`config.mk`:
```
export PLATFORM = sky130hd
export DESIGN_NAME = queue_4x4b_rtl
export DESIGN_NICKNAME = d
export VERILOG_FILES = /design/src/rtl/queue_4x4b_rtl.sv
export SDC_FILE = /design/constraint.sdc
export NUM_CORES = 1
export LEC_CHECK = 0
export ABC_AREA = 1
export BUFFER_PORTS_ARGS = -buffer_cell sky130_fd_sc_hd__buf_2
export CAP_MARGIN = 20
export CORE_UTILIZATION = 30
export DETAILED_ROUTE_END_ITERATION = 8
export PLACE_DENSITY = 0.52
export REMOVE_ABC_BUFFERS = 1
export SYNTH_ARGS = -nofsm -noshare
export SYNTH_HDL_FRONTEND = slang
export SYNTH_SLANG_ARGS = --single-unit
```
`constraint.sdc`:
```
create_clock -name clk -period 1.5 [get_ports clk]
set_input_delay 0.075 -clock clk [delete_from_list [all_inputs] [get_ports clk]]
set_output_delay 0.075 -clock clk [all_outputs]
set_load 0.01 [all_outputs]
```
`src/rtl/queue_4x4b_rtl.sv`:
```
// queue_4x4b_rtl: 4-entry x 4-bit synchronous FIFO with a valid/ready handshake
// on both sides.
//
// Ports:
//   clk          single clock; all state updates happen on its rising edge
//   rst          asynchronous, active-high reset; clears pointers, count and storage
//   enq_val      producer presents a valid message
//   enq_rdy      queue can accept a message (not full); independent of deq_rdy
//   enq_msg      message to enqueue
//   deq_val      queue presents a valid message (not empty); no bypass from enq
//   deq_rdy      consumer accepts the head message
//   deq_msg      storage at the head pointer, driven every cycle
//   num_entries  current occupancy, 0..4
module queue_4x4b_rtl (
  input  logic       clk,
  input  logic       rst,
  input  logic       enq_val,
  output logic       enq_rdy,
  input  logic [3:0] enq_msg,
  output logic       deq_val,
  input  logic       deq_rdy,
  output logic [3:0] deq_msg,
  output logic [2:0] num_entries
);

  localparam int unsigned DEPTH = 4;

  logic [3:0] mem_q [DEPTH];
  logic [1:0] enq_ptr_q, enq_ptr_d;
  logic [1:0] deq_ptr_q, deq_ptr_d;
  logic [2:0] count_q, count_d;

  logic enq_fire;
  logic deq_fire;

  // Handshake status depends only on occupancy, so a full queue never accepts
  // a same-cycle enqueue and an empty queue never bypasses enq_msg.
  always_comb begin
    enq_rdy     = (count_q != 3'd4);
    deq_val     = (count_q != 3'd0);
    enq_fire    = enq_val && enq_rdy;
    deq_fire    = deq_val && deq_rdy;
    deq_msg     = mem_q[deq_ptr_q];
    num_entries = count_q;
  end

  always_comb begin
    enq_ptr_d = enq_ptr_q;
    deq_ptr_d = deq_ptr_q;
    count_d   = count_q;
    if (enq_fire) enq_ptr_d = enq_ptr_q + 2'd1;
    if (deq_fire) deq_ptr_d = deq_ptr_q + 2'd1;
    if (enq_fire && !deq_fire)      count_d = count_q + 3'd1;
    else if (deq_fire && !enq_fire) count_d = count_q - 3'd1;
  end

  always_ff @(posedge clk or posedge rst) begin
    if (rst) begin
      enq_ptr_q <= '0;
      deq_ptr_q <= '0;
      count_q   <= '0;
    end else begin
      enq_ptr_q <= enq_ptr_d;
      deq_ptr_q <= deq_ptr_d;
      count_q   <= count_d;
    end
  end

  // Flat 1-write/1-read storage: sequential write port, combinational read above.
  always_ff @(posedge clk or posedge rst) begin
    if (rst) begin
      for (int unsigned i = 0; i < DEPTH; i++) mem_q[i] <= '0;
    end else if (enq_fire) begin
      mem_q[enq_ptr_q] <= enq_msg;
    end
  end

endmodule
```
## Yosys cells after proc, flatten, opt, wreduce, memory -nomap -nowiden

Index checks and enable logic that the tools add are counted.

- Input bits: 8
- Bits in read-only memories: 0
- Bits in registers: 23
- Memories: 0
- Word-level logic and storage cells: 34
- Bits in latches: 0
- RAM bits: 0

- Shifts and indexed selects: 0
- Divide/modulo/power cells: 0
- Magnitude comparators: 3
- Reduce and logical (&&, ||, !) cells: 9
- Add/sub/neg operators: 4
- Equality and inequality tests: 1
- Bitwise logic cells: 2
- Multipliers: 0
- Muxes and demuxes: 8

Operators with widths:

| operator | number |
|---|---|
| $bwmux W16 | 1 |
| $mux W4 | 3 |
| $bmux W4 S2 | 1 |
| $demux W4 S2 | 1 |
| $ge A3 B3 Y1 const B | 2 |
| $mux W3 | 2 |
| $not A2 Y3 | 2 |
| $logic_and A1 B1 Y1 | 5 |
| $add A2 B1 Y2 const B | 2 |
| $add A3 B1 Y3 const B | 1 |
| $lt A3 B1 Y1 const B | 1 |
| $ne A3 B3 Y1 const B | 1 |
| $reduce_bool A3 Y1 | 1 |
| $sub A3 B1 Y3 const B | 1 |
| $logic_not A1 Y1 | 2 |
| $reduce_bool A2 Y1 | 1 |

## Depth between registers and ports, before layout

- Depth after elaboration: 6
- Gate-level depth with buffers: 12

## Worst setup path after synthesis

OpenSTA, ideal clock, no wires.

- Path kind: flip-flop to flip-flop
- From: register count_q[1], in the netlist num_entries[1]
- To: register count_q[2], in the netlist num_entries[2]
- Clock period less this slack: 1.788 ns
- Stages on the path, launching flop included: 11
- Path slack: -0.288 ns
- Data arrival time: 1.671 ns
- Buffers on the path: 0
- Path through: dfrtp_1 > nor2_2 > nand2_1 > nand2_1 > ha_1 > inv_1 > fa_1 > nand2_1 > nand3_1 > nand2_1 > nand2_1

- Cells in the longest elaborated chain, start to end: 5

RTL lines:

| what | line | source |
|---|---|---|
| start, declared | 31 | `logic [2:0] count_q, count_d;` |
| start signal, assigned | 65 | `count_q <= count_d;` |
| $reduce_bool A3 Y1 * | 40 | `deq_val = (count_q != 3'd0);` |
| net deq_val | 20 | `output logic deq_val,` |
| $logic_and A1 B1 Y1 * | 42 | `deq_fire = deq_val && deq_rdy;` |
| $logic_not A1 Y1 | 53 | `if (enq_fire && !deq_fire) count_d = count_q + 3'd1;` |
| $logic_and A1 B1 Y1 | 53 |  |
| $mux W3 / $reduce_bool A2 Y1 (equally long branches) | -- |  |

The timed path passes the listed nets; every way through them passes the cells marked *. The select of a mux whose other input is x is not followed.
A chain may end at the register's enable or synchronous reset.

## Worst setup path in the final report

- From: register count_q[1], in the netlist num_entries[1]
- To: register count_q[2], in the netlist num_entries[2]

- Cells in the longest elaborated chain, start to end: 5

RTL lines:

| what |
|---|
| parallel branches: the longest is 5 deep, another holds $sub A3 B1 Y3 |

Parallel ways; which one is timed is not known. The select of a mux whose other input is x is not followed.

==> metrics <==
number of max-slew violations in the final report=0; worst clock skew on the final layout=1.47 ps; Inserted Clock Buffers=3; routed via count=1135; number of top-level design ports=17; design internal power=1.97 mW; type of the worst min-delay path=in2reg; endpoint required time on the critical path=1660 ps; Total GRT Usage=15.3%; TritonRoute pass-1 iters=4; run status=complete, but fails checks; number of global-route vias before repair=1121; total number of H-tree levels=1; number of antenna violations at the first check in global routing=0; portion of total power attributed to combinational logic=56.1%; signed area change from the synthesized netlist to the final layout=31.2%; Hold Vio Cnt, Final=0; Setup crit end kind=register; unique cell type count in the Yosys netlist=16; cell family with most CP delay=simple AND/OR/NAND/NOR gates; total gr overflow=0; clock-pin slew on the worst setup and hold paths=80 ps; first-pass GRT wire length=5060 µm; Worst Setup Start Kind=register; number of instances in the synthesized netlist=150; number of warnings reported in the yosys synthesis log=0; crit-path cells=nor2_2 > nand2_2 > nand2_4 > ha_4 > inv_2 > fa_2 > nand2_2 > nand3_1 > nand2_1 > nand2_1; Die ar.=4370 µm²; Die H=66.1 µm; commonest non-fill, non-tap cells in the layout=46 x sky130_fd_sc_hd__nand2_1, 23 x sky130_fd_sc_hd__dfrtp_1, 17 x sky130_fd_sc_hd__nand4_1, 17 x sky130_fd_sc_hd__buf_4, 15 x sky130_fd_sc_hd__buf_2; Initial Util=32.4%; cell chosen for the clock root=sky130_fd_sc_hd__clkbuf_8; final cell utilization of the core=42.6%; Critical path buffers and inverters=1; min setup slack post-route=-214 ps; Period minus WS final=1710 ps; clock latency on the worst-skew pair=260 ps; Setup Crit Path Kind=reg2reg; CTS max path bufs=2; flip-flop and latch count after synthesis=23; Slew Limit Headroom=80.8%; power share of the clock group=11.4%; HPWL after DPL=2160 µm; switching share of power=42.8%; critical-path maximum fanout=2; maximum clock frequency=0.583 GHz; violated checks=setup timing; Max-cap violations=0; net total in the final layout=202; Mean Syn Cell Area=8.22 µm²; total standard cell area after synthesis=1230 µm²; share of cells above drive strength 1=32.1%; Reg power frac=32.5%; IR drop worst, VDD=0.719 mV; Remaining DRCs=0; final weighted congestion in routability-driven placement=0.740; RSZ-0062 raised after global routing=yes; floorplan die width=66.1 µm; number of clock sinks=23; power density of the placed cells=2120 nW/µm²; maximum single-stage delay on the critical path=400 ps; net switching power=1.47 mW; number of core rows=22; via/cell ratio=4.83; TritonCTS clock tree=built; crit share post-route=114%; arrival time at the worst endpoint=1880 ps; number of fill cells=401; most frequent standard cell in the layout excluding fill and tap cells=sky130_fd_sc_hd__nand2_1; P_leak=0.839 nW; core region area=3800 µm²; total routed wirelength=3080 µm; setup TNS=-357 ps; # setup viols final=2; share of the yosys chip area belonging to registers=46.7%; post-detailed-route count of antenna-violating nets=0; Least-Margin Pin Slew=289 ps; number of buffers added on ports=16; number of diodes added for antenna fixing=0; DRC marker count from the first detailed-route iteration=41; per-cell routed wire length=13.1 µm; largest net degree at the start of global routing=24; slowest cell on the critical path=sky130_fd_sc_hd__dfrtp_1
-- flip-flops by register name, summed over array words and instances, names as in the netlist --
signal / cells
mem_q: 16
num_entries: 3
deq_ptr_q: 2
enq_ptr_q: 2
-- per-layer routing --
metal	up-vias	track usage (%)	share of wire, %
met5	-	0	0
met3	4	2.24	2.6
met1	543	17.9	44
met2	17	26.8	51
li1	571	-	-
met4	0	7.98	1.9
-- cell usage after synthesis, drive strengths merged --
| cell | instances | area (µm²) |
|---|---|---|
| buf | 5 | 36.3 |
| dfrtp | 23 | 576 |
| fa | 1 | 20.0 |
| ha | 5 | 62.6 |
| inv | 10 | 37.5 |
| nand2 | 55 | 209 |
| nand3 | 8 | 65.1 |
| nand4 | 17 | 106 |
| nor2 | 13 | 51.3 |
| o21ai | 12 | 60.1 |
| xnor2 | 1 | 8.76 |
-- stage by stage --
step / instances / hold WS, ps / power, mW / area [µm²] / setup WS, ps
after floorplan: 145 / 76.9 / 2.10 / 1200 / -491
after global placement: 220 / 131 / 2.68 / 1420 / -136
after detailed placement: 220 / 139 / 2.72 / 1420 / -190
after CTS: 233 / 81.4 / 3.28 / 1560 / -145
after global routing: 235 / 104 / 3.76 / 1620 / -257
final: 235 / 104 / 3.43 / 1620 / -214
-- final timing paths --
path | start | cells after the start | slack [ps] | end
worst min-delay path | enq_msg[3] | 3 | 100 | mem_q[11]
worst max register to register | num_entries[1] | 10 | -210 | num_entries[2]
worst max-delay path | num_entries[1] | 10 | -210 | num_entries[2]
worst min register to register | mem_q[11] | 2 | 470 | mem_q[11]
min in group asynchronous | rst | 4 | 380 | deq_ptr_q[0]
max in group asynchronous | rst | 4 | 900 | mem_q[4]
-- cells by family (layout without fill, tap and decap cells) --
group	after synthesis	count (layout)	synth area share, %
xor+xnor	1	1	0.711
buf+inv	15	52	5.99
fa+ha+maj	6	6	6.70
flops	23	23	46.7
simple gates	93	93	35.0
compound gates	12	12	4.87
-- what timing repair did --
action,in CTS,in global routing
endpoints found under the hold margin,23,0
hold buffers,1,0
endpoints found under the setup margin,2,7
pin swaps,4,10
gates resized for setup,9,19
cloned,0,0
setup buffers,8,6
-- layout make-up --
type	instances	area [µm²]	area share, %
well taps	48	60.1	3.72
flip-flops and latches	23	576	35.6
repair buffers	38	269	16.6
multi-input cells	112	628	38.9
clock buffers	3	41.3	2.55
clock inverters	1	5.00	0.310
inverters	10	37.5	2.32
-- worst register-to-register path, stage by stage, from the launching register on --
cell,delay [ps]
sky130_fd_sc_hd__dfrtp_1,400
sky130_fd_sc_hd__nor2_2,160
sky130_fd_sc_hd__nand2_2,100
sky130_fd_sc_hd__nand2_4,80
sky130_fd_sc_hd__ha_4,140
sky130_fd_sc_hd__inv_2,40
sky130_fd_sc_hd__fa_2,380
sky130_fd_sc_hd__nand2_2,90
sky130_fd_sc_hd__nand3_1,90
sky130_fd_sc_hd__nand2_1,70
sky130_fd_sc_hd__nand2_1,50
-- power by group through the flow --
stage               Clock [mW]  Sequential, mW  Combinational, mW
detailed placement           0            1.12               1.60
floorplan                    0            1.13              0.976
CTS                      0.404            1.11               1.77
global route             0.432            1.15               2.17
finish                   0.390            1.12               1.93
global placement             0            1.11               1.56
Note: power is estimated with default switching activity, not from simulation.
